**config.mk**
```make
export PLATFORM = sky130hd
export DESIGN_NAME = uart_tx
export DESIGN_NICKNAME = d
export VERILOG_FILES = /design/src/rtl/uart_pkg.sv /design/src/rtl/uart_baud_timer.sv /design/src/rtl/uart_tx.sv
export SDC_FILE = /design/constraint.sdc
export NUM_CORES = 1
export LEC_CHECK = 0
export BUFFER_PORTS_ARGS = -buffer_cell sky130_fd_sc_hd__buf_2
export CELL_PAD_IN_SITES_DETAIL_PLACEMENT = 1
export CELL_PAD_IN_SITES_GLOBAL_PLACEMENT = 2
export CORE_AREA = 2 2 70 72
export CTS_BUF_LIST = sky130_fd_sc_hd__clkbuf_16
export CTS_CLUSTER_DIAMETER = 200
export DETAILED_ROUTE_END_ITERATION = 8
export DIE_AREA = 0 0 72 74
export PLACE_DENSITY = 0.73
export RECOVER_POWER = 100
export SLEW_MARGIN = 15
export SYNTH_ARGS = -nofsm -noshare
export SYNTH_HDL_FRONTEND = slang
export SYNTH_HIERARCHICAL = 1
export SYNTH_SLANG_ARGS = --single-unit
```
**constraint.sdc**
```tcl
create_clock -name clk -period 2.2 [get_ports clk]
set_clock_uncertainty 0.2 [all_clocks]
set_input_delay 0.22 -clock clk [delete_from_list [all_inputs] [get_ports clk]]
set_output_delay 0.22 -clock clk [all_outputs]
set_load 0.01 [all_outputs]
```
**src/rtl/uart_pkg.sv**
```systemverilog
// Shared UART definitions: FSM state encoding, frame geometry, parity constants.
// Used by both uart_tx and the matching receiver so framing stays identical.
// Optional feature macro: UART_TX_TWO_STOP_EN (adds STOP2 state in uart_tx).
package uart_pkg;

   localparam int DATA_BITS   = 8;
   localparam int PARITY_ODD  = 1;
   localparam int PARITY_EVEN = 0;

   typedef enum logic [2:0] {
      IDLE  = 3'd0,
      START = 3'd1,
      BITS  = 3'd2,
      PAR   = 3'd3,
      STOP  = 3'd4,
      STOP2 = 3'd5
   } uart_state_e;

   // clk cycles per bit period; integer division, so the line rate rounds up slightly
   function automatic int calc_baud_clocks(input int clk_freq, input int baud_rate);
      return clk_freq / baud_rate;
   endfunction

endpackage

```
**src/rtl/uart_baud_timer.sv**
```systemverilog
// Bit-period timer: counts 0..CLOCKS-1, done is high during the terminal count cycle.
// clr holds the count at zero; reaching terminal count wraps to zero on the next edge.
// Shared with the receiver, which uses the same clear/terminal-count handshake.
module uart_baud_timer #(
   parameter int CLOCKS = 5208
) (
   input  logic clk,
   input  logic rst,
   input  logic clr,
   output logic done
);

   localparam int            W    = (CLOCKS > 1) ? $clog2(CLOCKS) : 1;
   localparam logic [W-1:0]  TERM = W'(CLOCKS - 1);

   logic [W-1:0] cnt_q;
   logic [W-1:0] cnt_d;

   // terminal-count detect and next count
   always_comb begin
      done  = (cnt_q == TERM);
      cnt_d = (clr || done) ? '0 : cnt_q + 1'b1;
   end

   // count register
   always_ff @(posedge clk or posedge rst) begin
      if (rst) cnt_q <= '0;
      else     cnt_q <= cnt_d;
   end

endmodule

```
**src/rtl/uart_tx.sv**
```systemverilog
// UART transmitter: start, 8 data bits LSB-first, parity, stop; every output registered.
// Accept latency 1 clk from send in IDLE; each bit lasts BAUD_CLOCKS clks; send ignored while busy.
// Macro UART_TX_TWO_STOP_EN adds a second stop bit (STOP2); busy/tx_done then clear after it.
module uart_tx
   import uart_pkg::*;
#(
   parameter int CLK_FREQUENCY = 100000000,
   parameter int BAUD_RATE     = 19200,
   parameter int PARITY_MODE   = 1
) (
   input  logic       clk,
   input  logic       rst,
   input  logic       send,
   input  logic [7:0] din,
   output logic       tx_out,
   output logic       busy,
   output logic       tx_done
);

   localparam int                 BAUD_CLOCKS = calc_baud_clocks(CLK_FREQUENCY, BAUD_RATE);
   localparam int                 CNT_W       = $clog2(DATA_BITS);
   localparam logic [CNT_W-1:0]   BIT_LAST    = CNT_W'(DATA_BITS - 1);

   uart_state_e          state_q, state_d;
   logic [DATA_BITS-1:0] shift_q, shift_d;
   logic [CNT_W-1:0]     bit_cnt_q, bit_cnt_d;
   logic                 par_q, par_d;
   logic                 tx_out_q, tx_out_d;
   logic                 busy_q, busy_d;
   logic                 tx_done_q, tx_done_d;
   logic                 tmr_clr;
   logic                 bit_end;

   uart_baud_timer #(.CLOCKS(BAUD_CLOCKS)) u_baud_timer (
      .clk  (clk),
      .rst  (rst),
      .clr  (tmr_clr),
      .done (bit_end)
   );

   // next-state logic; tx_out_d is the line level for the state being entered
   always_comb begin
      state_d   = state_q;
      shift_d   = shift_q;
      bit_cnt_d = bit_cnt_q;
      par_d     = par_q;
      tx_out_d  = tx_out_q;
      busy_d    = busy_q;
      tx_done_d = 1'b0;
      tmr_clr   = 1'b0;
      case (state_q)
         IDLE: begin
            tmr_clr  = 1'b1;
            tx_out_d = 1'b1;
            busy_d   = 1'b0;
            if (send) begin
               shift_d  = din;
               par_d    = (PARITY_MODE == PARITY_ODD) ? ~^din : ^din;
               busy_d   = 1'b1;
               tx_out_d = 1'b0;
               state_d  = START;
            end
         end
         START: begin
            if (bit_end) begin
               state_d   = BITS;
               bit_cnt_d = '0;
               tx_out_d  = shift_q[0];
            end
         end
         BITS: begin
            if (bit_end) begin
               shift_d   = {1'b0, shift_q[DATA_BITS-1:1]};
               bit_cnt_d = bit_cnt_q + 1'b1;
               if (bit_cnt_q == BIT_LAST) begin
                  state_d  = PAR;
                  tx_out_d = par_q;
               end else begin
                  tx_out_d = shift_q[1];
               end
            end
         end
         PAR: begin
            if (bit_end) begin
               state_d  = STOP;
               tx_out_d = 1'b1;
            end
         end
         STOP: begin
            if (bit_end) begin
               tx_out_d = 1'b1;
`ifdef UART_TX_TWO_STOP_EN
               state_d   = STOP2;
`else
               state_d   = IDLE;
               busy_d    = 1'b0;
               tx_done_d = 1'b1;
`endif
            end
         end
`ifdef UART_TX_TWO_STOP_EN
         STOP2: begin
            if (bit_end) begin
               tx_out_d  = 1'b1;
               state_d   = IDLE;
               busy_d    = 1'b0;
               tx_done_d = 1'b1;
            end
         end
`endif
         default: begin
            state_d  = IDLE;
            tx_out_d = 1'b1;
            busy_d   = 1'b0;
         end
      endcase
   end

   // state and datapath registers; reset aborts any frame with the line high
   always_ff @(posedge clk or posedge rst) begin
      if (rst) begin
         state_q   <= IDLE;
         shift_q   <= '0;
         bit_cnt_q <= '0;
         par_q     <= 1'b0;
         tx_out_q  <= 1'b1;
         busy_q    <= 1'b0;
         tx_done_q <= 1'b0;
      end else begin
         state_q   <= state_d;
         shift_q   <= shift_d;
         bit_cnt_q <= bit_cnt_d;
         par_q     <= par_d;
         tx_out_q  <= tx_out_d;
         busy_q    <= busy_d;
         tx_done_q <= tx_done_d;
      end
   end

   assign tx_out  = tx_out_q;
   assign busy    = busy_q;
   assign tx_done = tx_done_q;

endmodule

```
==> impl_results.md, run 1 <==
- Xor/xnor share of the synthesized area: 5.76%
- WHS: roughly 0.03 ns
- Final instance area: between 1500 and 2000 sq um
- Syn Inst Count: 161
- Post-synthesis compound-gate area fraction: 14.2%
- Final-layout fill cell count: 518
- GRT Util Overall: 16.1%
- Switch share: 28.2%
- Leading cell type by number of instances after synthesis: dfrtp_1
- Hold Path Origin: din[7]
- Area contributors post-synth: dfrtp_1, mux2i_1, xnor2_1
- Nets@finish: ~200
- Sequential fraction of the synthesis area: 46.5%
- Share of layout cells above drive strength 1: a little under a fifth
- Post-synthesis mux area share: under 10%
- GR Overflow Total: 0
- CP Launch Type: register
- Most crowded layer after global routing: met2
- Ys flop type: dfrtp_1
- Post-synth top area share: 44.9%
- Clock buffer depth: 2
- Vias: 1283
- Final Cycle Share: 95.3%
- # Max-Cap Violations: 0
- Core ar.: 4600 sq um
- Reg2reg path depth: 6
- Achievable Freq: 477 MHz
- Worst reg2reg startpoint: u_baud_timer/cnt_q[0]
- Pwr Density: 850 nW/um^2
- CTS clk-pin slew, worst paths: around 0.050 ns
- Worst-Margin Slew: ~0.72 ns
- CTS buffer count: 5
- Met2 usage: between 20% and 30%
- Top cells by count, synth: dfrtp_1, nand2_1
- Slew headroom: 51.6%
- Final Max Slew Viols: 0
- Post-Syn Area: 1670 sq um
- Syn nets: 175
- GR Util met1: 18.6%
- Largest net degree at the start of global routing: 19
- Fraction of registers with async set/reset: 100%
- Initial antenna violation count: 0
- Synth area leader: dfrtp_1
- Largest family of logic cells by synthesized area: simple AND/OR/NAND/NOR gates
- Hpwl dp: 2.56 mm
- Die W: between 70 and 80 um
- CTS tree: done
- Post-synthesis register bit count: 31
- DRC violations left: 0
- Setup TNS: 0 ns
- Root buf cell: clkbuf_16
- Clock Power Share: 38.5%
- Total number of yosys warnings: 6
- Final min period: 2.10 ns
- Critical path data required time: 2.16 ns
- Reg2reg setup slack: 0.10 ns
- ANT cells: 0
- Register area: 777 sq um
- M3 GR Usage: 6.10%
- Full die area: around 5300 sq um
- Antenna viol nets, final: 0
- Post-synth EDFFs: 0
- VDD IR max: 0.000499 V
- CP Data Arrival Time: roughly 2 ns
- Die Ht: 74 um
- Hold Crit Class: in2reg
- Iter 0 DRT Violations: 48
- Vias in the first global route: 1386
- Switch Pwr: approximately 470 uW
- Setup CP Type: reg2reg
- Synth Area in Simple Gates: 20.3%
- I/O Buffers: 13
- Final setup viols: 0
- Design internal power: 1.20 mW
- Dpl cells: approximately 230
- # rows: 25
- Synth Area in Adders: around 2.2%
- Outcome: complete, no violations
- Crit Path Max Fanout: 7
- RSZ-0062 raised after global routing: no
- LEAKAGE: around 0.86 nW
- GPL Wtd Cong: about 0.75
- Gate power share: 16.7%
- Worst hold endpoint: shift_q[7]
- Hold Fails Final Rpt: 0
- Worst-skew pair later-pin latency: 0.28 ns
- WL final: approximately 3.6 mm
- WHS Path Cells: 3
- Post-Place Cell Area: 1820 sq um
- First-pass GRT wire length: 6.46 mm
- Starting Density: between 30% and 40%
- Multi-input gate area: 813 sq um
- Syn avg cell area: slightly above 10 sq um
- Htree depth: 2
- Via density: 5.35
- Part of the power in registers: 44.8%
- Synth cell types: 42
- Final instance count without filler cells: 240
- Area grow syn2layout: 17.4%
- IO Count: 14
- Pwr Total: approximately 1.7 mW
- CTS sink cnt: 31
- Worst Setup End Kind: register
- Wire per inst: 15.0 um
- DR pass1 iterations: 4
- Critical R2R Capture: bit_cnt_q[0]
## layout by cell type (no fill, tap or decap), drive strengths merged, types with 2 or more instances in the layout
cell type,count
nor3,3
buf,19
mux2i,8
or3,4
xor2,3
nand3b,2
a22o,5
or4,4
dfrtp,30
nor2,8
nand4,3
and2,2
nand2,15
xnor2,8
nor2b,2
o21ai,15
a21oi,8
ha,3
clkbuf,8
mux2,3
nor3b,2
inv,8
and3,2
o31ai,4
nand3,4
clkinv,2
## what timing repair did
| action | CTS | global route |
|---|---|---|
| gates resized for setup | 0 | 3 |
| hold buffers | 1 | 0 |
| endpoints found under the setup margin | 1 | 9 |
| buffers inserted | 2 | 0 |
| pin swaps | 1 | 0 |
| hold endpoints to repair | 30 | 0 |
## final cells by class
type	instances	area share (%)
tap	54	3.44
clock buffer	5	6.37
sequential	31	39.6
clock inverter	3	0.574
multi-input combinational	117	41.4
inverter	7	1.34
timing repair buffer	23	7.27
## how the worst max path moves through the flow
stage | slack (ns) | endpoint | from
6_report | 0.10 | bit_cnt_q[0] | u_baud_timer/cnt_q[0]
3_3_place_gp | 0.09 | shift_q[1] | u_baud_timer/cnt_q[0]
4_1_cts | 0.08 | bit_cnt_q[2] | u_baud_timer/cnt_q[0]
2_1_floorplan | 0.22 | bit_cnt_q[0] | u_baud_timer/cnt_q[0]
3_5_place_dp | 0.02 | shift_q[1] | u_baud_timer/cnt_q[0]
5_1_grt | 0.01 | bit_cnt_q[0] | u_baud_timer/cnt_q[0]
## routing by layer
| layer | share of wire [%] | up-vias |
|---|---|---|
| li1 | - | 624 |
| met1 | 44 | 642 |
| met2 | 51 | 12 |
| met3 | 3.9 | 5 |
| met4 | 1.6 | 0 |
| met5 | 0 | - |
## critical path, stage by stage, from the launching register on
cell,delay [ns]
dfrtp_1,0.41
ha_1,0.25
and4_1,0.22
and3_2,0.24
nor3b_2,0.18
mux2_2,0.26
a22o_1,0.22
## power by group through the flow
stage / Combinational (mW) / Sequential, mW / Clock [mW]
global placement: 0.276 / 0.756 / 0
CTS: 0.289 / 0.752 / 0.670
global route: 0.326 / 0.762 / 0.694
finish: 0.279 / 0.749 / 0.642
detailed placement: 0.285 / 0.761 / 0
floorplan: 0.182 / 0.756 / 0
## metrics by stage
step | utilization [%] | setup WS (ns)
3_5_place_dp | 39.5 | 0.0247
2_1_floorplan | - | 0.216
5_1_grt | 42.7 | 0.0126
4_1_cts | 43.0 | 0.0800
3_3_place_gp | 39.5 | 0.0937
6_report | 42.7 | 0.103
## cell families after synthesis
group,count (synthesis)
simple gates,56
buf+inv,13
compound gates,36
fa+ha+maj,3
flops,31
mux,11
xor+xnor,11
## registers in the layout, indices dropped and copies added (netlist names)
signal              flops
par_q                   1
tx_out                  1
bit_cnt_q               3
shift_q                 8
u_baud_timer/cnt_q     13
tx_done                 1
state_q                 3
busy                    1
Power figures use the tool's default switching activity.
==> run 2, diff against run 1 <==
Settings changed: ABC_AREA from default to 1, CORE_AREA 2 2 70 72 to 2 2 77 79, DIE_AREA 0 0 72 74 to 0 0 79 81, PLACE_DENSITY 0.73 to 0.75.
==> run 2 against run 1 <==
Compared with the run above:
- utilization shrank 5.0 points
- highest routed layer unchanged
- count of clock-buffer cells in the layout is the same
- combinational power grew to 3.4 times the previous value
==> impl_results.md, run 2 <==
- Critical path data required time: 2.15 ns
- Initial antenna violation count: 0
- Pwr Density: ~1100 nW/um^2
- Switch Pwr: around 980 uW
- LEAKAGE: about 1.0 nW
- Die Ht: 81 um
- ANT cells: 0
- Reg2reg setup slack: 0.20 ns
- Clock Power Share: 26.4%
- IO Count: 14
- Starting Density: ~33%
- Xor/xnor share of the synthesized area: approximately 3.3%
- DRC violations left: 0
- Dpl ws: 0.0929 ns
- Outcome: complete, no violations
- Post-synthesis compound-gate area fraction: ~10%
- Largest registers: u_baud_timer/cnt_q x13, shift_q x8
- GPL Wtd Cong: 0.767
- Slowest library cell on the worst path: dfrtp_1
- Nets@finish: 286
- Post-synthesis mux area share: 0%
- Worst-Margin Slew: around 0.71 ns
- Sequential fraction of the synthesis area: between 40 and 50%
- GR Overflow Total: 0
- Post-synthesis register bit count: 31
- Via density: 4.43
- Critical R2R Capture: shift_q[1]
- Worst Setup End Kind: register
- Area contributors post-synth: dfrtp_1, nand2_1, inv_1
- Leading cell type by number of instances after synthesis: nand2_1
- Syn nets: 267
- Post-synth EDFFs: 0
- WL met1: 1.89 mm
- Slack of the critical path: 0.197 ns
- Achievable Freq: between 400 and 500 MHz
- Synth cell types: 27
- Slew headroom: 52.8%
- # Max-Cap Violations: 0
- Gate power share: 38.7%
- Largest Register: u_baud_timer/cnt_q
- Full die area: 6400 sq um
- Design internal power: 1.44 mW
- CP Data Arrival Time: approximately 2.0 ns
- CTS clk-pin slew, worst paths: 0.05 ns
- Iter 0 DRT Violations: 18
- Worst-skew pair later-pin latency: approximately 0.27 ns
- # rows: 28
- Top cells by count, synth: nand2_1, inv_1, dfrtp_1
- Setup TNS: 0 ns
- Antenna viol nets, final: 0
- RSZ-0062 raised after global routing: no
- Most common cell after layout, fill and taps aside: nand2_1
- Top sig layer: met4
- Hpwl dp: 3.10 mm
- Setup CP Type: reg2reg
- Synth area leader: dfrtp_1
- Most frequent cells in the layout: nand2_1, inv_1, dfrtp_1
- CTS sink cnt: 31
- Crit Path Max Fanout: 13
- Ys flop type: dfrtp_1
- Worst hold endpoint: shift_q[7]
- Die W: 79 um
- Post-Syn Area: 1890 sq um
- Clock buffer depth: 2
- Largest net degree at the start of global routing: 19
- Core ar.: 5680 sq um
- First-pass GRT wire length: 7.53 mm
- CTS tree: done
- Dpl cells: 337
- Root buf cell: clkbuf_16
- VDD IR max: 0.000424 V
- Final instance count without filler cells: 348
- Synth Area in Simple Gates: about a third
- Worst reg2reg startpoint: u_baud_timer/cnt_q[0]
- Synth Area in Adders: 1.99%
- Hold Crit Class: in2reg
- Reg2reg path depth: 9
- Hold Path Origin: din[7]
- Critical path origin: u_baud_timer/cnt_q[0]
- Vias in the first global route: 1592
- WL final: around 4.1 mm
- Syn Inst Count: around 250
- CTS buffer count: 5
- Switch share: 40.5%
- CP bufs+invs: 2
- Final min period: 2.00 ns
- Vias: between 1500 and 2000
- Total number of yosys warnings: 6
- GRT Util Overall: 15.0%
- DR pass1 iterations: 4
- Largest family of logic cells by synthesized area: simple AND/OR/NAND/NOR gates
- I/O Buffers: 13
- Post-synth top area share: 39.8%
- Syn avg cell area: 7.45 sq um
- Area grow syn2layout: 13.5%
- Wire per inst: 11.8 um
- CP top delay family: flip-flops
- Htree depth: 2
- Final setup viols: 0
- CP Launch Type: register
- Share of layout cells above drive strength 1: 17.9%
- Fraction of registers with async set/reset: 100%
- Met2 routed WL: between 2 and 2.5 mm
- Part of the power in registers: 34.9%
- WHS Path Cells: 3
- Max reg flops: 13
- CP cell instances: ha_2 -> nand2_2 -> nor2_1 -> nand3_2 -> clkinvlp_4 -> o211ai_4 -> inv_4 -> nand2_1 -> o21ai_0
- CP peak stage delay: 0.45 ns
- Final Cycle Share: 91.1%
- Final Max Slew Viols: 0
- Met3 Wirelength: ~92 um
- Hold Fails Final Rpt: 0
run 2: cell types whose count changed after synthesis, sizes merged, moves of 4 or more:
cell	change
o21ai	+8
nand3	+7
a22o	-5
xnor2	-6
or4	-4
inv	+33
or3	-4
nand2	+71
nor2	+29
o31ai	-4
mux2i	-8
run 2: routing by layer:
layer  track usage, %  vias to the layer above
li1                 -                      810
met1             18.5                      712
met2             26.4                       14
met3             3.00                        5
met4             5.17                        0
met5                0                        -
run 2: worst max-delay path by stage:
| stage | to | depth (start not counted) |
|---|---|---|
| 2_1_floorplan | shift_q[2] | 11 |
| 3_3_place_gp | shift_q[1] | 9 |
| 3_5_place_dp | shift_q[1] | 9 |
| 4_1_cts | shift_q[6] | 9 |
| 5_1_grt | state_q[0] | 9 |
| 6_report | shift_q[1] | 9 |
run 2: repair_timing:
action                                 4_1_cts  5_1_grt
buffers inserted                             0        2
hold buffers                                 1        0
setup endpoints to repair                    0       12
endpoints found under the hold margin       30        0
resized for setup                            0        2
run 2: power groups by stage:
stage / logic, mW / clock network [mW] / registers (mW)
6_report: 0.937 / 0.640 / 0.844
3_3_place_gp: 1.01 / 0 / 0.849
4_1_cts: 1.03 / 0.663 / 0.844
3_5_place_dp: 1.02 / 0 / 0.852
2_1_floorplan: 0.889 / 0 / 0.836
5_1_grt: 1.10 / 0.685 / 0.862
run 2: kinds of logic (layout without fill, tap and decap cells):
| family | count (synthesis) | count (layout) |
|---|---|---|
| buf+inv | 44 | 64 |
| simple gates | 138 | 138 |
| compound gates | 30 | 30 |
| flops | 31 | 31 |
| fa+ha+maj | 3 | 3 |
| xor+xnor | 7 | 7 |
run 2: area by class of cell:
cell class              instances  area (sq um)
inverters                      40           156
fillers                       738          3540
clock buffers                   5           125
flip-flops and latches         31           777
well taps                      75          93.8
multi-input cells             178           891
clock inverters                 3          11.3
repair buffers                 16          85.1
run 2: worst register-to-register path, cell delays in order, from the launching register on:
cell        delay [ns]
dfrtp_1           0.45
ha_2              0.26
nand2_2           0.09
nor2_1            0.06
nand3_2           0.11
clkinvlp_4        0.18
o211ai_4          0.28
inv_4             0.11
nand2_1           0.07
o21ai_0           0.07
run 2: metrics by stage:
step	total power [mW]	utilization [%]	hold slack [ns]	instance area (sq um)
floorplan	1.72	-	-0.103	1890
global placement	1.86	35.3	0.103	2000
detailed placement	1.87	35.3	0.106	2000
CTS	2.54	37.9	0.0763	2150
global route	2.65	37.7	0.103	2140
finish	2.42	37.7	0.0714	2140
